--- src/rtl/evo_pmux_csr_master.sv ---
// Avalon-MM initiator for the pmux CSR bank: writes the WRADR pointer (cached), then
// performs the DIR/OUT/EN/IN data access, with a bounded wait on every bus phase.
module evo_pmux_csr_master #(
   parameter int CSR_AWIDTH     = 4,
   parameter int CSR_DWIDTH     = 32,
   parameter int IDX_WIDTH      = 4,
   parameter int WRADR_ADDR     = 2,
   parameter int DIR_ADDR       = 3,
   parameter int OUT_ADDR       = 4,
   parameter int EN_ADDR        = 5,
   parameter int IN_ADDR        = 6,
   parameter int TIMEOUT_CYCLES = 64
) (
   input  logic                  clk,
   input  logic                  rstn,
   input  logic                  req_valid,
   output logic                  req_ready,
   input  logic                  req_write,
   input  logic [1:0]            req_sel,
   input  logic [IDX_WIDTH-1:0]  req_index,
   input  logic [CSR_DWIDTH-1:0] req_wdata,
   input  logic                  cache_inv,
   output logic                  rsp_valid,
   output logic [CSR_DWIDTH-1:0] rsp_rdata,
   output logic                  rsp_error,
   output logic [CSR_AWIDTH-1:0] avm_address,
   output logic                  avm_read,
   output logic                  avm_write,
   output logic [CSR_DWIDTH-1:0] avm_writedata,
   input  logic                  avm_waitrequest,
   input  logic                  avm_readdatavalid,
   input  logic [CSR_DWIDTH-1:0] avm_readdata
);

   localparam logic [2:0] S_IDLE    = 3'd0;
   localparam logic [2:0] S_PTR     = 3'd1;
   localparam logic [2:0] S_ACC_WR  = 3'd2;
   localparam logic [2:0] S_ACC_RD  = 3'd3;
   localparam logic [2:0] S_WAIT_RD = 3'd4;
   localparam logic [2:0] S_RSP     = 3'd5;

   localparam int TMR_W = $clog2(TIMEOUT_CYCLES) + 1;
   localparam logic [TMR_W-1:0] TMR_LAST = TMR_W'(TIMEOUT_CYCLES - 1);

   logic [2:0]            state;
   logic [TMR_W-1:0]      timer;
   logic                  ptr_valid;
   logic [IDX_WIDTH-1:0]  ptr_cache;
   logic                  cur_write;
   logic [1:0]            cur_sel;
   logic [IDX_WIDTH-1:0]  cur_index;
   logic [CSR_DWIDTH-1:0] cur_wdata;
   logic                  need_ptr;
   logic                  bus_wait;
   logic                  progress;

   function automatic logic [CSR_AWIDTH-1:0] sel_addr(input logic [1:0] sel);
      case (sel)
         2'd0:    return CSR_AWIDTH'(DIR_ADDR);
         2'd1:    return CSR_AWIDTH'(OUT_ADDR);
         2'd2:    return CSR_AWIDTH'(EN_ADDR);
         default: return CSR_AWIDTH'(IN_ADDR);
      endcase
   endfunction

   // IN is not indexed, so it never needs the pointer.
   assign need_ptr = (req_sel != 2'd3) && (!ptr_valid || (ptr_cache != req_index));

   always_comb begin
      bus_wait = 1'b0;
      progress = 1'b0;
      case (state)
         S_PTR, S_ACC_WR, S_ACC_RD: begin
            bus_wait = 1'b1;
            progress = !avm_waitrequest;
         end
         S_WAIT_RD: begin
            bus_wait = 1'b1;
            progress = avm_readdatavalid;
         end
         default: ;
      endcase
   end

   always_ff @(posedge clk or negedge rstn) begin
      if (!rstn) begin
         state         <= S_IDLE;
         timer         <= '0;
         ptr_valid     <= 1'b0;
         ptr_cache     <= '0;
         cur_write     <= 1'b0;
         cur_sel       <= '0;
         cur_index     <= '0;
         cur_wdata     <= '0;
         req_ready     <= 1'b1;
         rsp_valid     <= 1'b0;
         rsp_rdata     <= '0;
         rsp_error     <= 1'b0;
         avm_address   <= '0;
         avm_read      <= 1'b0;
         avm_write     <= 1'b0;
         avm_writedata <= '0;
      end else begin
         case (state)
            S_IDLE: begin
               if (req_valid && req_ready) begin
                  cur_write <= req_write;
                  cur_sel   <= req_sel;
                  cur_index <= req_index;
                  cur_wdata <= req_wdata;
                  req_ready <= 1'b0;
                  timer     <= '0;
                  if (need_ptr) begin
                     state         <= S_PTR;
                     avm_write     <= 1'b1;
                     avm_address   <= CSR_AWIDTH'(WRADR_ADDR);
                     avm_writedata <= CSR_DWIDTH'(req_index);
                  end else begin
                     avm_address <= sel_addr(req_sel);
                     if (req_write) begin
                        state         <= S_ACC_WR;
                        avm_write     <= 1'b1;
                        avm_writedata <= req_wdata;
                     end else begin
                        state    <= S_ACC_RD;
                        avm_read <= 1'b1;
                     end
                  end
               end
            end
            S_PTR: begin
               if (!avm_waitrequest) begin
                  ptr_cache   <= cur_index;
                  ptr_valid   <= 1'b1;
                  timer       <= '0;
                  avm_address <= sel_addr(cur_sel);
                  if (cur_write) begin
                     state         <= S_ACC_WR;
                     avm_writedata <= cur_wdata;
                  end else begin
                     state     <= S_ACC_RD;
                     avm_write <= 1'b0;
                     avm_read  <= 1'b1;
                  end
               end else begin
                  timer <= timer + TMR_W'(1);
               end
            end
            S_ACC_WR: begin
               if (!avm_waitrequest) begin
                  state     <= S_RSP;
                  timer     <= '0;
                  avm_write <= 1'b0;
                  rsp_valid <= 1'b1;
                  rsp_error <= 1'b0;
                  rsp_rdata <= '0;
               end else begin
                  timer <= timer + TMR_W'(1);
               end
            end
            S_ACC_RD: begin
               if (!avm_waitrequest) begin
                  state    <= S_WAIT_RD;
                  timer    <= '0;
                  avm_read <= 1'b0;
               end else begin
                  timer <= timer + TMR_W'(1);
               end
            end
            S_WAIT_RD: begin
               if (avm_readdatavalid) begin
                  state     <= S_RSP;
                  timer     <= '0;
                  rsp_valid <= 1'b1;
                  rsp_error <= 1'b0;
                  rsp_rdata <= avm_readdata;
               end else begin
                  timer <= timer + TMR_W'(1);
               end
            end
            S_RSP: begin
               state     <= S_IDLE;
               rsp_valid <= 1'b0;
               rsp_error <= 1'b0;
               rsp_rdata <= '0;
               req_ready <= 1'b1;
            end
            default: begin
               state     <= S_IDLE;
               req_ready <= 1'b1;
            end
         endcase

         // Abort the whole request; the pointer state on the target is now unknown.
         if (bus_wait && !progress && (timer == TMR_LAST)) begin
            state     <= S_RSP;
            timer     <= '0;
            avm_read  <= 1'b0;
            avm_write <= 1'b0;
            ptr_valid <= 1'b0;
            rsp_valid <= 1'b1;
            rsp_error <= 1'b1;
            rsp_rdata <= '0;
         end

         if (cache_inv) begin
            ptr_valid <= 1'b0;
         end
      end
   end

endmodule
--- config.mk ---
export PLATFORM = sky130hd
export DESIGN_NAME = evo_pmux_csr_master
export DESIGN_NICKNAME = d
export VERILOG_FILES = /design/src/rtl/evo_pmux_csr_master.sv
export SDC_FILE = /design/constraint.sdc
export NUM_CORES = 1
export LEC_CHECK = 0
export ABC_CLOCK_PERIOD_IN_PS = 4400
export CAP_MARGIN = 20
export CORE_MARGIN = 5
export CORE_UTILIZATION = 30
export CTS_BUF_LIST = sky130_fd_sc_hd__clkbuf_2
export DETAILED_ROUTE_END_ITERATION = 16
export PLACE_DENSITY = 0.62
export SETUP_SLACK_MARGIN = 0.5
export SLEW_MARGIN = 20
export SYNTH_ARGS = -nofsm -noshare
export SYNTH_HDL_FRONTEND = slang
export SYNTH_SLANG_ARGS = --single-unit
export TNS_END_PERCENT = 1
--- constraint.sdc ---
create_clock -name clk -period 4.4 [get_ports clk]
set_input_delay 0.88 -clock clk [delete_from_list [all_inputs] [get_ports clk]]
set_output_delay 0.88 -clock clk [all_outputs]
set_load 0.1 [all_outputs]
### Word-level counts from Yosys, hierarchy flattened

Cells that the tools add are included.
W data, S select, Z words.

| storage, ports and cells | value |
|---|---|
| word-level logic and storage cells | 135 |
| input bits | 77 |
| flip-flop bits (word level) | 127 |
| output and inout bits | 73 |

| operators by class | value |
|---|---|
| equality and inequality tests | 26 |
| bitwise logic cells | 2 |
| reductions and logical operators | 30 |
| mux-type cells | 60 |
| $add $sub $neg | 1 |

Operator list:

| cell | count |
|---|---|
| $mux W32 | 8 |
| $pmux W32 S3 | 1 |
| $pmux W32 S2 | 1 |
| $mux W7 | 4 |
| $ne A3 B3 Y1 const B | 9 |
| $mux W1 | 25 |
| $mux W3 | 7 |
| $pmux W7 S3 | 1 |
| $pmux W3 S3 | 2 |
| $reduce_bool A4 Y1 | 4 |
| $pmux W3 S5 | 1 |
| $pmux W1 S3 | 4 |
| $reduce_and A2 Y1 | 5 |
| $reduce_and A5 Y1 | 2 |
| $mux W4 | 2 |
| $ne A2 B2 Y1 const B | 4 |
| $pmux W4 S2 | 1 |
| $add A7 B1 Y7 const B | 1 |
| $eq A7 B6 Y1 const B | 1 |
| $reduce_and A7 Y1 | 1 |
| $eq A3 B2 Y1 const B | 2 |
| $eq A3 B3 Y1 const B | 2 |
| $reduce_and A3 Y1 | 2 |
| $reduce_and A6 Y1 | 1 |
| 18 further kinds | 28 |

### Depth between registers and ports, before layout

Gate-level depths: netlist (run 1).

| logic depth | value |
|---|---|
| depth after elaboration | 8 |
| depth in mapped cells | 9 |

### Worst setup path before layout (run 1)

No wires, ideal clock.

| timing path | value |
|---|---|
| path kind | in2reg |
| start point | input port req_sel[0] |
| end point | register avm_writedata[3] |
| stages on the path | 9 |
| arrival | 2.237 ns |
| path slack | 2.085 ns |
| data required time | 4.322 ns |
| buffers on the path | 2 |
| path through | ha_1 nor3b_1 o21ai_0 inv_1 a311oi_1 buf_2 buf_4 nor2_1 a21oi_1 |

| between the ends | value |
|---|---|
| word-level cells in the longest chain between the ends | 5 |
| elaborated cells between the ends (all ways) | 7 |

RTL lines:

| item | line | text |
|---|---|---|
| start, declared | 19 | `input logic [1:0] req_sel,` |
| $ne A2 B2 Y1 (*) | 67 | `assign need_ptr = (req_sel != 2'd3) && (!ptr_valid \|\| (ptr_cache != req_index));` |
| $logic_and A1 B1 Y1 (*) | 67 |  |
| $mux W32 | 113 | `if (need_ptr) begin` |
| $mux W32 | 106 | `if (req_valid && req_ready) begin` |
| $pmux W32 S2 | 104 | `case (state)` |
| end signal, assigned | 117 | `avm_writedata <= CSR_DWIDTH'(req_index);` |
| end signal, assigned | 123 | `avm_writedata <= req_wdata;` |
| end signal, assigned | 139 | `avm_writedata <= cur_wdata;` |
| end, declared | 29 | `output logic [CSR_DWIDTH-1:0] avm_writedata,` |

Every way passes the cells marked *; elsewhere a longest branch is shown, timed or not. The select of a mux whose other input is x is not followed.
A chain may end at the register's enable or synchronous reset.

### Worst setup path in the final report (run 1)

| timing path | value |
|---|---|
| start point | register req_ready |
| end point | output port req_ready |

RTL lines:

| item | line | text |
|---|---|---|
| start, declared | 17 | `output logic req_ready,` |
| start signal, assigned | 95 | `req_ready <= 1'b1;` |
| start signal, assigned | 111 | `req_ready <= 1'b0;` |
| start signal, assigned | 186 | `req_ready <= 1'b1;` |

No word-level cell between the ends.

==> results of run 1 <==
-- cells in the final DEF (no fill, tap or decap), types with 17 or more instances in the layout --
master / n
a22o_1: 33
a31oi_1: 28
clkbuf_2: 17
clkdlybuf4s50_1: 147
dfrtp_1: 125
mux2_2: 41
nand2_1: 47
nand3_1: 37
nor2_1: 47
o21ai_0: 20
-- routing by layer --
metal / vias to the layer above / global-route usage [%] / routed length, um
li1: 2078 / - / -
met1: 2157 / 17.8 / 6460
met2: 182 / 21.4 / 6470
met3: 14 / 5.45 / 1420
met4: 2 / 3.62 / 167
met5: - / 0 / 13
-- logic make-up (layout without fill, tap and decap cells) --
| kind of cell | after synthesis | count (layout) | share of synthesized area, % |
|---|---|---|---|
| simple gates | 160 | 160 | 12.9 |
| flops | 126 | 126 | 56.8 |
| compound gates | 114 | 114 | 14.5 |
| mux | 47 | 47 | 9.39 |
| buf+inv | 47 | 200 | 3.94 |
| fa+ha+maj | 8 | 8 | 1.80 |
| xor+xnor | 4 | 4 | 0.630 |
| other cells | 1 | 1 | 0.0675 |
-- stage by stage --
step	utilization, %	cells	worst slack, ps
final	41.3	889	1110
after global routing	41.3	889	974
after CTS	41.3	889	993
after detailed placement	40.2	857	1050
after global placement	40.2	857	1140
after floorplan	-	507	2090
-- area by class of cell --
cell class	count	area (um^2)	area share, %
tap	229	287	3.84
clock inverter	15	120	1.61
clock buffer	17	85.1	1.14
multi-input combinational	334	2210	29.6
sequential	126	3150	42.2
timing repair buffer	157	1570	21.0
inverter	11	41.3	0.553
-- flip-flops by register name (all words and copies together), names as in the netlist, 2 cells and up --
name / count
state: 3
avm_address: 3
ptr_cache: 4
avm_writedata: 32
cur_wdata: 32
timer: 7
cur_sel: 2
cur_index: 4
rsp_rdata: 32
-- how the worst max path moves through the flow --
stage                       from                end  slack (ps)
floorplan             req_sel[0]   avm_writedata[3]        2090
global placement    req_index[0]   avm_writedata[7]        1140
detailed placement  req_index[0]  avm_writedata[24]        1050
CTS                    req_ready          req_ready         990
global route           req_ready          req_ready         970
finish                 req_ready          req_ready        1110
==> flow_metrics.env, run 1 <==
export IMPL_fill_cells=1722
export IMPL_ys_types=48
export IMPL_antenna_found_initial=1
export IMPL_critPathSlowestCell="clkdlybuf4s50_1"
export IMPL_crit_arrival_ps=2410
export IMPL_cts_max_level=4
export IMPL_synth_nets=592
export IMPL_dp_final_hpwl_mm=10.3
export IMPL_cts_tree="done"
export IMPL_tightest_slew_ps=1030
export IMPL_grt_pass1_vias=4630
export IMPL_clock_sinks=126
export IMPL_syn_cell_area_um2=5560
export IMPL_r2r_end="cur_wdata[27]"
export IMPL_wirelength_mm=14.5
export IMPL_post_route_period_util_pct=74.8
export IMPL_worstSkewPairLatency_ps=670
export IMPL_avgSynthCellArea_um2=11.0
export IMPL_place_area_um2=7260
export IMPL_rows=49
export IMPL_final_area_um2=7470
export IMPL_path_clk_slew_ps=200
export IMPL_cts_inserted_buffers=17
export IMPL_async_flop_share_pct=100
export IMPL_reg2reg_depth=4
export IMPL_numPortBuffers=148
export IMPL_vias_per_cell=4.99
export IMPL_finalHoldViolCount=0
export IMPL_min_period_ps=3290
export IMPL_start_util_pct=30.7
export IMPL_setup_violations=0
export IMPL_synthCells=507
export IMPL_synth_top_area_share_pct=56.3
export IMPL_core_area_um2=18100
export IMPL_synth_area_top_cells="dfrtp_1, mux2_2, a22o_1"
export IMPL_status="finished clean"
export IMPL_synth_most_common_cell="dfrtp_1"
export IMPL_crit_chain="clkdlybuf4s50_1"
export IMPL_synth_area_leader_cell="dfrtp_1"
export IMPL_post_cts_buffers=0
export IMPL_drive_above_1_share_pct=13.2
export IMPL_cts_hold_buf=0
export IMPL_max_slew_margin_pct=31.3
export IMPL_max_stage_delay_ps=1150
export IMPL_grt_pass1_wl_mm=23.9
export IMPL_ant_nets=0
export IMPL_synth_flop_cell="dfrtp_1"
export IMPL_hold_class="in2async"
export IMPL_antennaDiodeCount=0
export IMPL_fin_hold_ws_ps=182
export IMPL_die_area_um2=21300
export IMPL_grt_setup_unrepaired="no"
export IMPL_num_vias=4433
export IMPL_critical_path_class="reg2out"
export IMPL_crit_family="buffers and inverters"
export IMPL_synthTopCellsByCount="dfrtp_1, nor2_1, nand2_1, mux2_2, nand3_1"
export IMPL_reg2reg_from="state[2]"
export IMPL_cp_required_ps=3520
export IMPL_slew_violations=0
export IMPL_synth_seq_area_share_pct=56.8
export IMPL_tns_ps=0
export IMPL_die_x_um=146
export IMPL_die_h_um=146
export IMPL_path_buf_inv=1
export IMPL_fin_nets=732
export IMPL_cp_start_kind="flip-flop"
export IMPL_cts_buffer_depth=2
export IMPL_ys_seq_elements=126
export IMPL_dr_pass1_iters=5
export IMPL_grt_max_degree=81
export IMPL_post_cts_resize_count=0
export IMPL_wire_per_inst_um=16.3
export IMPL_area_growth_pct=34.5
export IMPL_drc_errors=0
export IMPL_skew_ps=30.0
export IMPL_rrSetupSlack_ps=1850
export IMPL_track_usage_pct=13.7
export IMPL_root_buffer="clkbuf_2"
export IMPL_drt_iter0_drc=208
export IMPL_cp_max_fo=5
export IMPL_grt_overflow=0
export IMPL_max_cap_violations=0
export IMPL_max_freq_mhz=304
export IMPL_cp_end_kind="output pin"
export IMPL_place_congestion=0.813
export IMPL_cp_depth=1
export IMPL_io_pins=150
export IMPL_synth_edf_count=0
export IMPL_yosys_warnings=0
Power of run 1 is left out: the tool's default activity adds up to more than one toggle a clock period on the data nets, which glitch-free logic cannot reach.
==> run 2, diff against run 1 <==
ABC_CLOCK_PERIOD_IN_PS = 3300   (was 4400)
clock period = 3.3 ns   (was 4.4 ns; I/O delays follow)
==> flow_metrics.env, run 2 (synthesized netlist as in run 1, its figures left out) <==
export IMPL_ff_latch_area_um2=3150
export IMPL_fin_nets=737
export IMPL_cp_required_ps=3900
export IMPL_numPortBuffers=148
export IMPL_min_period_ps=2300
export IMPL_hold_class="in2async"
export IMPL_worstSkewPairLatency_ps=680
export IMPL_dr_pass1_iters=4
export IMPL_crit_family="compound AO/OA/AOI/OAI gates"
export IMPL_cp_depth=7
export IMPL_crit_chain="inv_2, nor2_2, o21ai_1, a311oi_4, buf_12, nand2_1, o211ai_1"
export IMPL_vias_per_cell=4.94
export IMPL_drt_iter0_drc=216
export IMPL_dp_final_hpwl_mm=10.2
export IMPL_grt_max_degree=76
export IMPL_cp_max_fo=65
export IMPL_wirelength_mm=14.4
export IMPL_slew_violations=0
export IMPL_layout_common_cells="dfrtp_1, buf_4, clkdlybuf4s50_1, nand2_1, nor2_1"
export IMPL_path_buf_inv=2
export IMPL_ant_nets=0
export IMPL_cts_max_level=4
export IMPL_io_pins=150
export IMPL_cts_buffer_depth=2
export IMPL_area_growth_pct=32.9
export IMPL_antenna_found_initial=1
export IMPL_cts_inserted_buffers=17
export IMPL_grt_setup_unrepaired="no"
export IMPL_die_area_um2=21300
export IMPL_die_h_um=146
export IMPL_core_area_um2=18100
export IMPL_max_stage_delay_ps=620
export IMPL_post_route_period_util_pct=69.7
export IMPL_setup_violations=0
export IMPL_clock_sinks=126
export IMPL_largestRegisters="avm_writedata: 32 flops, cur_wdata: 32 flops, rsp_rdata: 32 flops"
export IMPL_start_util_pct=30.7
export IMPL_max_cap_violations=0
export IMPL_place_congestion=0.785
export IMPL_rows=49
export IMPL_crit_arrival_ps=2900
export IMPL_reg2reg_depth=7
export IMPL_status="finished clean"
export IMPL_grt_pass1_vias=4556
export IMPL_cp_start_kind="flip-flop"
export IMPL_grt_overflow=0
export IMPL_grt_pass1_wl_mm=23.9
export IMPL_cp_end_kind="flip-flop"
export IMPL_drive_above_1_share_pct=25.0
export IMPL_critPathSlowestCell="dfrtp_1"
export IMPL_track_usage_pct=13.7
export IMPL_final_common_cell="dfrtp_1"
export IMPL_critical_path_class="reg2reg"
export IMPL_die_x_um=146
export IMPL_finalHoldViolCount=0
export IMPL_cts_tree="done"
export IMPL_skew_ps=33.3
export IMPL_fill_cells=1725
export IMPL_root_buffer="clkbuf_2"
export IMPL_wire_per_inst_um=16.1
export IMPL_antennaDiodeCount=0
export IMPL_num_vias=4415
export IMPL_path_clk_slew_ps=220
export IMPL_drc_errors=0
export IMPL_max_freq_mhz=435
export IMPL_max_slew_margin_pct=50.8
export IMPL_tightest_slew_ps=733
export IMPL_tns_ps=0
export IMPL_multi_input_area_um2=2210
## run 2: cell count changes in the layout (fill, tap and decap cells not counted), sizes merged
cell and delta:
bufinv +1, clkinvlp -2, clkdlybuf4s50 -72, inv +1, buf +76, dlygate4sd3 +1
## run 2: layer usage
| layer | GRT usage (%) | vias to the layer above | routed length (um) |
|---|---|---|---|
| met5 | 0 | - | 13 |
| met4 | 3.39 | 2 | 95 |
| met3 | 6.01 | 9 | 1340 |
| met2 | 20.8 | 177 | 6430 |
| met1 | 18.0 | 2125 | 6480 |
| li1 | - | 2102 | - |
## run 2: layout make-up
type                            instances  area share [%]
Timing Repair Buffer                  162            19.6
Tap cell                              229            3.88
Clock inverter                         15            2.20
Clock buffer                           17            1.15
Sequential cell                       126            42.7
Multi-Input combinational cell        334            29.9
Inverter                               11           0.559
## run 2: through the flow
stage	util, %	hold WS (ps)	worst slack [ps]	instance area [um^2]	std cells
after floorplan	-	364	1130	5560	507
final	40.8	379	1000	7380	894
after global routing	40.8	289	782	7380	894
after global placement	39.4	468	439	7130	861
after CTS	40.8	311	984	7380	894
after detailed placement	39.4	469	397	7130	861
## run 2: worst register-to-register path: cells and delay by family (launching register included)
| family | cells | cell delay [ps] |
|---|---|---|
| AND/OR/NAND/NOR | 2 | 370 |
| flip-flops | 1 | 620 |
| buffers and inverters | 2 | 430 |
| AO/OA/AOI/OAI | 3 | 830 |
## run 2: worst paths after layout
path | start | endpoint | slack, ps
max in group asynchronous | rstn | req_ready | 2190
worst max-delay path | state[0] | avm_writedata[1] | 1000
worst min register to register | cur_wdata[16] | avm_writedata[16] | 510
worst max register to register | state[0] | avm_writedata[1] | 1000
worst min-delay path | rstn | avm_writedata[21] | 380
min in group clk | cur_wdata[16] | avm_writedata[16] | 510
## run 2: timing repair
| action | CTS | global route |
|---|---|---|
| resized for setup | 0 | 0 |
| endpoints found under the hold margin | 21 | 0 |
| hold buffers | 1 | 0 |
| setup buffers | 0 | 0 |
Power of run 2 is left out for the same reason.
